===== config.mk =====
export PLATFORM = sky130hd
export DESIGN_NAME = error_combiner_pipe
export DESIGN_NICKNAME = d
export VERILOG_FILES = /design/src/rtl/error_combiner_pipe.sv
export SDC_FILE = /design/constraint.sdc
export NUM_CORES = 1
export LEC_CHECK = 0
export BUFFER_PORTS_ARGS = -buffer_cell sky130_fd_sc_hd__buf_2
export CORE_UTILIZATION = 40
export DETAILED_ROUTE_END_ITERATION = 16
export GPL_ROUTABILITY_DRIVEN = 0
export GPL_TIMING_DRIVEN = 0
export PLACE_DENSITY_LB_ADDON = 0.1
export RECOVER_POWER = 25
export REMOVE_ABC_BUFFERS = 1
export SYNTH_ARGS = -nofsm -noshare
export SYNTH_HDL_FRONTEND = slang
export SYNTH_SLANG_ARGS = --single-unit
export TNS_END_PERCENT = 1

===== constraint.sdc =====
create_clock -name clk_i -period 5.2 [get_ports clk_i]
set_clock_uncertainty 0.1 [all_clocks]
set_input_delay 1.04 -clock clk_i [delete_from_list [all_inputs] [get_ports clk_i]]
set_output_delay 1.04 -clock clk_i [all_outputs]
set_load 0.005 [all_outputs]

===== src/rtl/error_combiner_pipe.sv =====
// Three-stage weighted phase-error combiner: per-channel products, adder tree, shift+saturate.
// Optional rounding before the shift is enabled by defining ERROR_COMBINER_ROUND_EN.

module error_combiner_lane #(
    parameter int EW = 8,
    parameter int WW = 4
) (
    input  logic             clk_i,
    input  logic             reset_i,
    input  logic             en,
    input  logic [WW-1:0]    weight,
    input  logic [EW-1:0]    error,
    output logic [EW+WW-1:0] prod
);
    localparam int PW = EW + WW;

    logic signed [PW-1:0] w_x, e_x;
    assign w_x = PW'($signed(weight));
    assign e_x = PW'($signed(error));

    always_ff @(posedge clk_i or posedge reset_i) begin
        if (reset_i)  prod <= '0;
        else if (en)  prod <= w_x * e_x;
    end
endmodule

module error_combiner_pipe #(
    parameter int NUM_CH       = 4,
    parameter int ERROR_WIDTH  = 8,
    parameter int WEIGHT_WIDTH = 4,
    parameter int SHIFT        = 2,
    parameter int CNT_WIDTH    = 16
) (
    input  logic                          clk_i,
    input  logic                          reset_i,
    input  logic                          valid_i,
    input  logic [NUM_CH*ERROR_WIDTH-1:0] error_i,
    input  logic                          weight_wr_i,
    input  logic [$clog2(NUM_CH)-1:0]     weight_addr_i,
    input  logic [WEIGHT_WIDTH-1:0]       weight_data_i,
    input  logic                          sat_clr_i,
    output logic                          valid_o,
    output logic [ERROR_WIDTH-1:0]        error_comb_o,
    output logic                          sat_o,
    output logic [CNT_WIDTH-1:0]          sat_count_o
);
    localparam int STAGES = 3;
    localparam int PW     = ERROR_WIDTH + WEIGHT_WIDTH;
    localparam int SW     = PW + $clog2(NUM_CH);
`ifdef ERROR_COMBINER_ROUND_EN
    localparam int RW     = SW + 1;
    localparam logic signed [RW-1:0] RND = RW'((1 << SHIFT) >> 1);
`else
    localparam int RW     = SW;
`endif
    localparam logic signed [RW-1:0] MAXV = RW'(2**(ERROR_WIDTH-1) - 1);
    localparam logic signed [RW-1:0] MINV = ~MAXV;

    logic [STAGES:0]                    vld_pipe;
    logic [NUM_CH-1:0][WEIGHT_WIDTH-1:0] weight_q;
    logic [NUM_CH-1:0][PW-1:0]           prod;
    logic signed [SW-1:0]               sum_c, sum_q;
    logic signed [RW-1:0]               acc_c, res_c;
    logic                               sat_hi, sat_lo;

    assign vld_pipe[0] = valid_i;
    assign valid_o     = vld_pipe[STAGES];

    always_ff @(posedge clk_i or posedge reset_i) begin
        if (reset_i) vld_pipe[STAGES:1] <= '0;
        else         vld_pipe[STAGES:1] <= vld_pipe[STAGES-1:0];
    end

    // Lanes sample the registered weights, so a same-cycle write only affects later samples.
    always_ff @(posedge clk_i or posedge reset_i) begin
        if (reset_i) begin
            for (int k = 0; k < NUM_CH; k++) weight_q[k] <= WEIGHT_WIDTH'(1);
        end else if (weight_wr_i && (int'(weight_addr_i) < NUM_CH)) begin
            weight_q[weight_addr_i] <= weight_data_i;
        end
    end

    for (genvar k = 0; k < NUM_CH; k++) begin : g_lane
        error_combiner_lane #(.EW(ERROR_WIDTH), .WW(WEIGHT_WIDTH)) u_lane (
            .clk_i   (clk_i),
            .reset_i (reset_i),
            .en      (vld_pipe[0]),
            .weight  (weight_q[k]),
            .error   (error_i[k*ERROR_WIDTH +: ERROR_WIDTH]),
            .prod    (prod[k])
        );
    end

    always_comb begin
        sum_c = '0;
        for (int k = 0; k < NUM_CH; k++) sum_c = sum_c + SW'($signed(prod[k]));
    end

    always_ff @(posedge clk_i or posedge reset_i) begin
        if (reset_i)          sum_q <= '0;
        else if (vld_pipe[1]) sum_q <= sum_c;
    end

    always_comb begin
`ifdef ERROR_COMBINER_ROUND_EN
        acc_c = RW'(sum_q) + RND;
`else
        acc_c = sum_q;
`endif
        res_c  = acc_c >>> SHIFT;
        sat_hi = res_c > MAXV;
        sat_lo = res_c < MINV;
    end

    always_ff @(posedge clk_i or posedge reset_i) begin
        if (reset_i) begin
            error_comb_o <= '0;
            sat_o        <= 1'b0;
        end else if (vld_pipe[2]) begin
            error_comb_o <= sat_hi ? MAXV[ERROR_WIDTH-1:0] :
                            sat_lo ? MINV[ERROR_WIDTH-1:0] : res_c[ERROR_WIDTH-1:0];
            sat_o        <= sat_hi | sat_lo;
        end
    end

    // Counts on the edge that publishes a clipped result, so the count is current with sat_o.
    always_ff @(posedge clk_i or posedge reset_i) begin
        if (reset_i)
            sat_count_o <= '0;
        else if (sat_clr_i)
            sat_count_o <= '0;
        else if (vld_pipe[2] && (sat_hi | sat_lo) && (sat_count_o != '1))
            sat_count_o <= sat_count_o + 1'b1;
    end
endmodule

-- Word level (Yosys, flattened, before mapping)
Cells that the tools add are included.
- input bits: 43
- flip-flop bits (word level): 106
- word-level logic and storage cells: 38
- output and inout port bits: 26
- multiplexer cells: 7
- bitwise logic cells: 1
- equality and inequality tests: 1
- reductions and logical operators: 4
- multipliers: 4
- $add $sub $neg: 4
- $lt $le $gt $ge: 4
- operator list (cell ; number):
    multiplier 4 x 8 -> 12 bit ; 4
    two-way mux 16 bit ; 2
    adder 16 x 1 -> 16 bit, second input constant ; 1
    bitwise mux 16 bit ; 1
    two-way mux 8 bit ; 2
    != test 16 bit, second input constant ; 1
    adder 13 x 12 -> 14 bit ; 1
    adder 14 x 12 -> 14 bit ; 1
    adder 12 x 12 -> 13 bit ; 1
    greater-than comparator 12 x 8 -> 1 bit, second input constant ; 1
    < comparator 12 x 8 -> 1 bit, second input constant ; 1
    demux 4 bit (select 2 bit) ; 1
    two-way mux 4 bit ; 1
    logical AND 1 bit ; 3
    < comparator 2 x 3 -> 1 bit, second input constant ; 1
    greater-or-equal comparator 2 x 1 -> 1 bit, second input constant ; 1
    nonzero test 2 bit ; 1
    OR 1 bit ; 1

-- Logic depth before layout (Yosys ltp)
Gate-level depths: netlist of run 1.
- depth in word-level cells: 6
- gate-level depth with buffers: 14
- gate-level depth less buffers: 14

-- Hierarchy
Synthesis of run 1 repeated with hierarchy kept, for this count alone.
- cell total of the unflattened synthesis: 1034
- area total of the unflattened synthesis: 10063.4 um^2
- by module, submodules not included (module ; cells an instance ; seq. area each (um^2) ; times used ; area an instance (um^2)):
    error_combiner_pipe ; 384 ; 1406.3 ; 1 ; 3822.4
    error_combiner_lane at g_lane[0].u_lane ... ; 163 ; 300.3 ; 2 ; 1556.5
    error_combiner_lane at g_lane[2].u_lane ; 163 ; 300.3 ; 1 ; 1565.3
    error_combiner_lane at g_lane[3].u_lane ; 161 ; 300.3 ; 1 ; 1562.7

-- Least setup slack after synthesis of run 1
Ideal clock, no wire load.
- kind: input -> register
- start: in error_i[24]
- end: reg g_lane[3].u_lane.prod[11]
- cell stages on the path: 12
- buffers on the path: 0
- setup slack: 356 ps
- setup time: 125 ps
- data arrival time: 4619 ps
- data required time: 4975 ps
- path through: nand2b_1 fa_1 fa_1 inv_1 fa_1 ha_1 fa_1 a21o_1 a2111oi_0 a21oi_1 xnor2_1 mux2_2
- cells in the longest elaborated chain, start to end: 1
- ends and longest elaborated chain (element ; line ; RTL):
    start: declaration ; 37 ; input logic [NUM_CH*ERROR_WIDTH-1:0] error_i,
    multiplier 4 x 8 -> 12 bit ; 23 ; else if (en) prod <= w_x * e_x;
    end signal: assignment ; 23 ;
    end: declaration ; 13 ; output logic [EW+WW-1:0] prod
Every way passes these cells.
A chain may end at the register's enable or synchronous reset.

-- Worst setup path after layout of run 1
- start: in error_i[8]
- end: reg g_lane[1].u_lane.prod[11]
- cells in the longest elaborated chain, start to end: 1
- ends and longest elaborated chain (element ; line):
    multiplier 4 x 8 -> 12 bit ; 23
    end signal: assignment ; 23
    end: declaration ; 13
Every way passes these cells.

==> results.md, run 1 <==
* Status: complete, but fails checks
* Failing checks: max-capacitance violations, max-slew violations
* Max-cap violations at 1
* Post-CTS Resized at 0
* Worst Hold Depth at 2
* R2R Path Start: weight_q[7]
* Synth warn at 0
* CP peak stage delay at 640 ps
* Fin cells at 1,387
* R2r setup slk at 630 ps
* Commonest non-fill, non-tap cell in the layout: inv_1
* Most frequent cells in the layout: inv_1 (144), dfrtp_1 (100), fa_1 (93), ha_1 (92), and2_1 (77)
* Fillers at 2,366
* Post-route DRC at 0
* Drt first pass iters at 4
* # H-tree levels at 3
* Cell Area, Placed at 10,420 sq um
* Largest net degree at the start of global routing at 93
* EDFF count, synth at 0
* Endpoints failing hold at 0
* Postcts setup bufs at 0
* Hpwl dp at 15,860 um
* CP Capture Type: flop
* CP Max Fanout at 4
* Syn Inst Count at 1,003
* Netlist Area Pre-Place at 9736 sq um
* CTS Buffer Depth at 2
* Global route overflow at 0
* P&R area growth vs syn at 10.20%
* CTS Hold Buffers Added at 0
* Max-Slew Margin vs Limit at -54.73%
* Number of global-route vias before repair at 6,949
* #FFs+latches synth at 104
* CP dominant cell by count: fa_1
* Core Area at 23,680 sq um
* CTS sink count at 104
* Total track usage at 17.77%
* Power Dens Cells at 662.2 nW/um^2
* Leak pwr at 5.206 nW
* Worst-path clk slew at 80 ps
* Die area at 24,970 sq um
* Initial antenna violation count at 0
* Req. time, crit path at 5350 ps
* Hold wc startpoint: g_lane[1].u_lane.prod[8]
* Min Tclk post-route at 4826 ps
* Rows at 56
* Design area at 10,730 sq um
* Final Max Slew Viols at 49
* WL/cell at 14.49 um
* CP arrival at 4980 ps
* Worst reg2reg endpoint: g_lane[1].u_lane.prod[11]
* Net count, final at 1,291
* Via count at 6,957
* Nature of the critical path startpoint: input pin
* Vias per inst at 5.016
* Die Height at 158.0 um
* Num CTS Buffers at 9
* I/O Buffers at 68
* Library cells used by synthesis at 63
* Final setup viols at 0
* Kind of critical path: in2reg
* Worst path slowest cell: a2111oi_1
* Seq/Total Area, Yosys at 26.78%
* Worst slew pin tran at 2308 ps
* R2R cell count at 12
* Period utilization at 92.81%
* Cell Chain, Critical Path: buf_2 > nand2b_1 > fa_1 > fa_1 > inv_1 > fa_1 > ha_1 > fa_1 > a21o_1 > a2111oi_1 > a21oi_1 > xnor2_1 > mux2_2
* CTS root buf: clkbuf_16
* Post-synthesis async set-or-reset flop share at 100.0%
* Routed Antenna Nets at 0
* Synth Area per Inst at 9.706 sq um
* CTS tree: done
* Iteration-0 DRC Markers at 237
* Tightest Hold Check Type: reg2reg
* Starting Density at 41.11%
* Placed cells at 1,371
* Maximum vdd drop at 0.5331 mV
* First-pass GRT wire length at 34,860 um
* Die width at 158.0 um
* Diode count at 0
* Commonest register cell after synthesis: dfrtp_1
* Hold path endpoint: g_lane[1].u_lane.prod[8]
* Worst-skew pair later-pin latency at 360 ps
* Worst setup path start: error_i[8]
* Achievable frequency at 0.2072 GHz
* IO Pins at 69
* Post-Route WL at 20,100 um
* Layout cells sized above 1 at 12.08%
* RSZ-0062 raised after global routing: false
## metal layers
metal  up-vias  global-route usage [%]  routed length [um]
li1       3476                       -                   -
met1      3391                   24.55               10120
met2        79                   29.75                9333
met3        11                   2.518                 492
met4         0                   3.251                 155
met5         -                       0                   0
## logic make-up (layout without fill, tap and decap cells)
family          after synthesis  after routing  share of synthesized area (%)
mux                          31             31                          3.650
fa+ha+maj                   185            185                          30.95
simple gates                311            311                          17.34
compound gates              167            167                          11.27
buf+inv                     166            231                          6.503
xor+xnor                     39             39                          3.508
flops                       104            104                          26.78
## cells in the mapped netlist (6+ instances only)
cell / count / share of area (%)
nor2_1: 38 / 1.5
ha_1: 92 / 12
nand3_1: 19 / 0.98
o22ai_1: 7 / 0.45
fa_1: 93 / 19
o31ai_1: 13 / 1.0
o21a_1: 8 / 0.62
or4_1: 8 / 0.62
and2_1: 77 / 4.9
nand2_1: 75 / 2.9
and3_1: 8 / 0.51
a2111oi_0: 7 / 0.63
o21ai_0: 47 / 2.4
clkbuf_1: 12 / 0.46
xor2_1: 10 / 0.90
dfrtp_1: 100 / 26
mux2_2: 26 / 3.0
nand3b_1: 14 / 1.1
inv_1: 145 / 5.6
a21oi_1: 34 / 1.7
xnor2_1: 29 / 2.6
a21o_1: 13 / 1.0
nor2b_1: 24 / 1.5
or3_1: 11 / 0.71
nor3_1: 8 / 0.41
nand4_1: 6 / 0.39
nand2b_1: 9 / 0.58
## sequential cells by signal, indices dropped and copies added, names as in the netlist
| name | count |
|---|---|
| acc_c | 12 |
| error_comb_o | 8 |
| g_lane.u_lane.prod | 48 |
| sat_count_o | 16 |
| sat_o | 1 |
| valid_o | 1 |
| vld_pipe | 2 |
| weight_q | 16 |
## worst max path at each step
stage / to / cells past startpoint
after floorplan: g_lane[3].u_lane.prod[11] / 12
after global placement: g_lane[1].u_lane.prod[11] / 13
after detailed placement: g_lane[1].u_lane.prod[11] / 13
after CTS: g_lane[1].u_lane.prod[11] / 13
after global routing: g_lane[3].u_lane.prod[11] / 13
final: g_lane[1].u_lane.prod[11] / 13
## critical path, delay by kind of cell
kind | cells | cell delay (ps)
buf+inv | 2 | 170
compound gates | 3 | 1030
xor+xnor | 1 | 160
fa+ha+maj | 5 | 2150
mux | 1 | 260
simple gates | 1 | 160
## cell type report
type                            instances  area [sq um]  share of cell area (%)
Inverter                              146         549.3                   5.120
Clock inverter                          7         81.33                  0.7580
Sequential cell                       104          2608                   24.30
Clock buffer                            9         225.2                   2.099
Multi-Input combinational cell        733          6499                   60.57
Timing Repair Buffer                   69         367.9                   3.429
Tap cell                              319         399.1                   3.720
## stage by stage
step	total power (W)	worst slack, ps	TNS [ps]	hold WS, ps	utilization [%]
2_1_floorplan	0.005303	356.4	0	351.7	-
3_3_place_gp	0.006375	-226.6	-18160	381.2	43.87
3_5_place_dp	0.006390	-258.5	-518.0	382.4	44.01
4_1_cts	0.007164	127.0	0	404.6	45.30
5_1_grt	0.007988	137.6	0	422.3	45.30
6_report	0.007105	373.7	0	396.7	45.30
## where the power goes
group	internal [W]	switching [W]	leakage (nW)
sequential	0.00111	0.000175	1.27
combinational	0.00226	0.00284	3.78
clock	0.000347	0.000370	0.150
(Power assumes the default switching activity.)
==> run 2: changes to the inputs <==
Settings changed: CTS_BUF_LIST from default to sky130_fd_sc_hd__clkbuf_2.
==> run 2 against run 1 <==
Compared with the run above: the flow still finishes with violations (max-capacitance violations, max-slew violations); sequential share of layout area up 0.42 points; cell count unchanged; clock power down 40%; first-iteration DRC count up 3.8%; design area down 1.7%.
==> results.md, run 2 (same netlist as run 1, synthesis figures left out) <==
* I/O Buffers at 68
* Nature of the critical path startpoint: flop
* Total track usage at 17.68%
* Post-CTS Resized at 0
* Setup ws final at 433.8 ps
* Leak pwr at 5.132 nW
* CP peak stage delay at 810 ps
* Die area at 24,970 sq um
* Biggest register: g_lane.u_lane.prod
* Via count at 6,939
* Endpoints failing hold at 0
* Postcts setup bufs at 0
* Hold wc startpoint: g_lane[1].u_lane.prod[8]
* CTS sink count at 104
* CP dominant cell by count: fa_1
* Post-Route WL at 20,130 um
* GR peak layer: met2
* Fillers at 2,390
* R2r setup slk at 430 ps
* Post-route DRC at 0
* Final setup viols at 0
* Kind of critical path: reg2reg
* Failing checks: max-capacitance violations, max-slew violations
* Grt met1 use at 24.54%
* Routed Antenna Nets at 0
* Commonest non-fill, non-tap cell in the layout: inv_1
* Initial antenna violation count at 0
* CTS root buf: clkbuf_2
* Hpwl dp at 15,860 um
* First-pass GRT wire length at 34,800 um
* Met2 Resource Use GR at 29.79%
* Largest net degree at the start of global routing at 93
* Largest register FFs at 48
* Diode count at 0
* Hold path endpoint: g_lane[1].u_lane.prod[8]
* Core Util, Final at 44.53%
* Global route overflow at 0
* Die width at 158.0 um
* CTS Hold Buffers Added at 0
* P&R area growth vs syn at 8.315%
* CTS tree: done
* Worst-skew pair later-pin latency at 690 ps
* Core Area at 23,680 sq um
* Top Family by Delay on Critical Path: adder cells
* Rows at 56
* Largest regs: g_lane.u_lane.prod (48), sat_count_o (16), weight_q (16)
* M3 GR Usage at 2.108%
* Cell Chain, Critical Path: nand2b_1 > fa_1 > fa_1 > inv_1 > fa_1 > ha_1 > fa_1 > a21o_1 > a2111oi_0 > a21oi_1 > xnor2_1 > mux2_2
* Worst Hold Depth at 2
* Tightest Hold Check Type: reg2reg
* Total Power at 0.006803 W
* CP Capture Type: flop
* WL/cell at 14.52 um
* Min Tclk post-route at 4766 ps
* Bufs and invs on worst path at 1
* Vias per inst at 5.003
* CP Max Fanout at 10
* CP arrival at 5280 ps
* Num CTS Buffers at 9
* Final Max Slew Viols at 49
* Status: complete, but fails checks
* Worst path slowest cell: a2111oi_0
* Iteration-0 DRC Markers at 246
* CTS Buffer Depth at 2
* Layout cells sized above 1 at 12.08%
* Achievable frequency at 0.2098 GHz
* Max-Slew Margin vs Limit at -54.67%
* R2R cell count at 12
* Req. time, crit path at 5710 ps
* Power Dens Cells at 645.1 nW/um^2
* Starting Density at 41.11%
* IO Pins at 69
* Worst-path clk slew at 350 ps
* Net count, final at 1,291
* Number of global-route vias before repair at 6,925
* Period utilization at 91.66%
* Die Height at 158.0 um
* Worst slew pin tran at 2307 ps
* RSZ-0062 raised after global routing: false
* Design area at 10,550 sq um
* Maximum vdd drop at 0.5490 mV
* R2R Path Start: weight_q[7]
* Cell Area, Placed at 10,420 sq um
* Max-cap violations at 1
* # H-tree levels at 3
* Setup TNS at 0 ps
* Most frequent cells in the layout: inv_1 (144), dfrtp_1 (100), fa_1 (93), ha_1 (92), and2_1 (77)
* Worst reg2reg endpoint: g_lane[1].u_lane.prod[11]
* Drt first pass iters at 4
* Post-Place Worst Slack at -258.5 ps
==> run 2: changes by cell type in the layout (fill, tap and decap cells not counted) <==
cell / change
clkbuf_2: +9
a2111oi_0: +3
a2111oi_1: -3
clkbuf_16: -9
==> run 2: layout make-up <==
type                            count  area (sq um)  share of cell area (%)
Clock buffer                        9         45.04                  0.4271
Clock inverter                      7         81.33                  0.7712
Inverter                          146         549.3                   5.209
Multi-Input combinational cell    733          6495                   61.59
Sequential cell                   104          2608                   24.73
Tap cell                          319         399.1                   3.785
Timing Repair Buffer               69         367.9                   3.488
==> run 2: worst register-to-register path: stages (launching register included) <==
cell       delay [ps]
dfrtp_1           640
nand2b_1          140
fa_1              520
fa_1              540
inv_1              50
fa_1              450
ha_1              240
fa_1              400
a21o_1            210
a2111oi_0         810
a21oi_1           180
xnor2_1           170
mux2_2            260
==> run 2: worst max-delay path by stage <==
| stage | from | to | slack (ps) | depth (start not counted) |
|---|---|---|---|---|
| after floorplan | error_i[24] | g_lane[3].u_lane.prod[11] | 360 | 12 |
| after global placement | error_i[8] | g_lane[1].u_lane.prod[11] | -230 | 13 |
| after detailed placement | error_i[8] | g_lane[1].u_lane.prod[11] | -260 | 13 |
| after CTS | weight_q[7] | g_lane[1].u_lane.prod[11] | 350 | 12 |
| after global routing | weight_q[15] | g_lane[3].u_lane.prod[11] | 130 | 12 |
| final | weight_q[7] | g_lane[1].u_lane.prod[11] | 430 | 12 |
==> run 2: stage by stage <==
| stage | std cells | hold slack (ps) |
|---|---|---|
| 2_1_floorplan | 983 | 351.7 |
| 3_3_place_gp | 1370 | 381.2 |
| 3_5_place_dp | 1371 | 382.4 |
| 4_1_cts | 1387 | 241.1 |
| 5_1_grt | 1387 | 458.8 |
| 6_report | 1387 | 438.1 |
==> run 2: routing by layer <==
| layer | routed length (um) | vias to the layer above |
|---|---|---|
| met5 | 0 | - |
| li1 | - | 3471 |
| met1 | 10220 | 3394 |
| met2 | 9365 | 62 |
| met4 | 164 | 0 |
| met3 | 386 | 12 |
==> run 2: power breakdown <==
group          switching (W)  internal (W)
clock               0.000341     0.0000869
combinational        0.00283       0.00226
sequential          0.000175       0.00111
==> run 3: changes to the inputs <==
Settings changed: CELL_PAD_IN_SITES_DETAIL_PLACEMENT from default to 0, CELL_PAD_IN_SITES_GLOBAL_PLACEMENT from default to 1.
==> run 3 against run 2 <==
Compared with the run above: the flow still finishes with violations (max-capacitance violations, max-slew violations); utilization about the same; cell count did not move; power is 0.72% higher; via count decreased by 0.32%; non-clock buffer count stayed put; design area about the same; routed wire length increased by 1.8%; fmax down 1.1%; largest cell class unchanged; largest power group unchanged.
==> results.md, run 3 (same netlist as run 1, synthesis figures left out) <==
* Status: complete, but fails checks
* Failing checks: max-capacitance violations, max-slew violations
* Die width at 158.0 um
* Tightest Hold Check Type: reg2reg
* Rows at 56
* Postcts setup bufs at 0
* # H-tree levels at 3
* RSZ-0062 raised after global routing: false
* Power Dens Cells at 649.7 nW/um^2
* Sequential cell area at 2608 sq um
* Largest regs: g_lane.u_lane.prod (48), sat_count_o (16), weight_q (16)
* Setup ws final at 380.6 ps
* Iteration-0 DRC Markers at 324
* Final setup viols at 0
* Global route overflow at 0
* Number of global-route vias before repair at 6,867
* Achievable frequency at 0.2075 GHz
* Total Power at 0.006852 W
* Commonest non-fill, non-tap cell in the layout: inv_1
* Starting Density at 41.11%
* Worst-path clk slew at 350 ps
* Final Max Slew Viols at 50
* CTS tree: done
* Layout cells sized above 1 at 12.17%
* Num CTS Buffers at 9
* Initial antenna violation count at 0
* Core Area at 23,680 sq um
* Post-Place Worst Slack at -217.4 ps
* Largest register FFs at 48
* Period utilization at 92.68%
* Drt first pass iters at 4
* Worst-skew pair later-pin latency at 660 ps
* Total track usage at 17.98%
* Vias per inst at 4.987
* Multi-input logic area at 6495 sq um
* Nature of the critical path startpoint: flop
* Die area at 24,970 sq um
* Maximum vdd drop at 0.5278 mV
* Worst Hold Depth at 2
* Post-route DRC at 0
* CP Max Fanout at 10
* Kind of critical path: reg2reg
* First-pass GRT wire length at 35,090 um
* Leak pwr at 5.135 nW
* Via count at 6,917
* IO Pins at 69
* Routed Antenna Nets at 0
* P&R area growth vs syn at 8.328%
* CP Capture Type: flop
* Largest net degree at the start of global routing at 93
* Max-cap violations at 1
* Max-Slew Margin vs Limit at -54.93%
* CTS Hold Buffers Added at 0
* Hpwl dp at 16,090 um
* Post-CTS Resized at 0
* R2R cell count at 12
* Diode count at 0
* Most frequent cells in the layout: inv_1 (144), dfrtp_1 (100), fa_1 (93), ha_1 (92), and2_1 (77)
* Fillers at 2,430
* CTS sink count at 104
* Post-Route WL at 20,490 um
* Biggest register: g_lane.u_lane.prod
* Min Tclk post-route at 4819 ps
* I/O Buffers at 68
* CTS root buf: clkbuf_2
* CTS Buffer Depth at 2
* Net count, final at 1,291
* WL/cell at 14.77 um
* Worst slew pin tran at 2311 ps
* Endpoints failing hold at 0
* Req. time, crit path at 5690 ps
* CP arrival at 5310 ps
* Die Height at 158.0 um
[run 3: cell count changes in the layout (fill, tap and decap cells not counted)]
cell,before,now
buf_2,65,66
clkbuf_1,2,1
[run 3: report_power, final]
part	internal [W]	total (W)	switching, W
Combinational	0.00227	0.00514	0.00287
Clock	0.0000871	0.000429	0.000342
Sequential	0.00111	0.00128	0.000173
Total	0.00346	0.00685	0.00339
[run 3: final timing paths]
kind | from | endpoint | slack (ps)
max reg2reg | weight_q[15] | g_lane[3].u_lane.prod[11] | 380
min in group asynchronous | reset_i | sat_count_o[6] | 810
min reg2reg | g_lane[2].u_lane.prod[11] | g_lane[2].u_lane.prod[11] | 430
max | weight_q[15] | g_lane[3].u_lane.prod[11] | 380
min | g_lane[2].u_lane.prod[11] | g_lane[2].u_lane.prod[11] | 430
max in group asynchronous | reset_i | weight_q[12] | 3080
[run 3: through the flow]
step,cell area [sq um],TNS (ps),instances,hold WS (ps),utilization (%)
3_3_place_gp,10390,-28070,1370,375.8,43.87
2_1_floorplan,9651,0,983,351.7,-
4_1_cts,10550,0,1387,230.1,44.54
5_1_grt,10550,0,1387,449.3,44.53
3_5_place_dp,10420,-507.6,1371,374.3,44.01
6_report,10550,0,1387,433.6,44.53
[run 3: final cells by class]
cell class              count  share of cell area (%)
clock inverters             7                  0.7711
inverters                 146                   5.208
multi-input cells         733                   61.58
flip-flops and latches    104                   24.72
repair buffers             69                   3.500
well taps                 319                   3.785
clock buffers               9                  0.4271
[run 3: critical path, stage by stage (launching register included)]
cell and delay [ps]:
dfrtp_1 660, nand2b_1 140, fa_1 520, fa_1 550
inv_1 50, fa_1 450, ha_1 240, fa_1 410
a21o_1 210, a2111oi_0 810, a21oi_1 170, xnor2_1 190
mux2_2 260
[run 3: metal layers]
layer  track usage, %  routed length [um]  vias to the layer above
li1                 -                   -                     3487
met1            25.86               10420                     3324
met2            29.01                9381                       95
met3            2.327                 478                       11
met4            3.388                 209                        0
met5                0                   0                        -
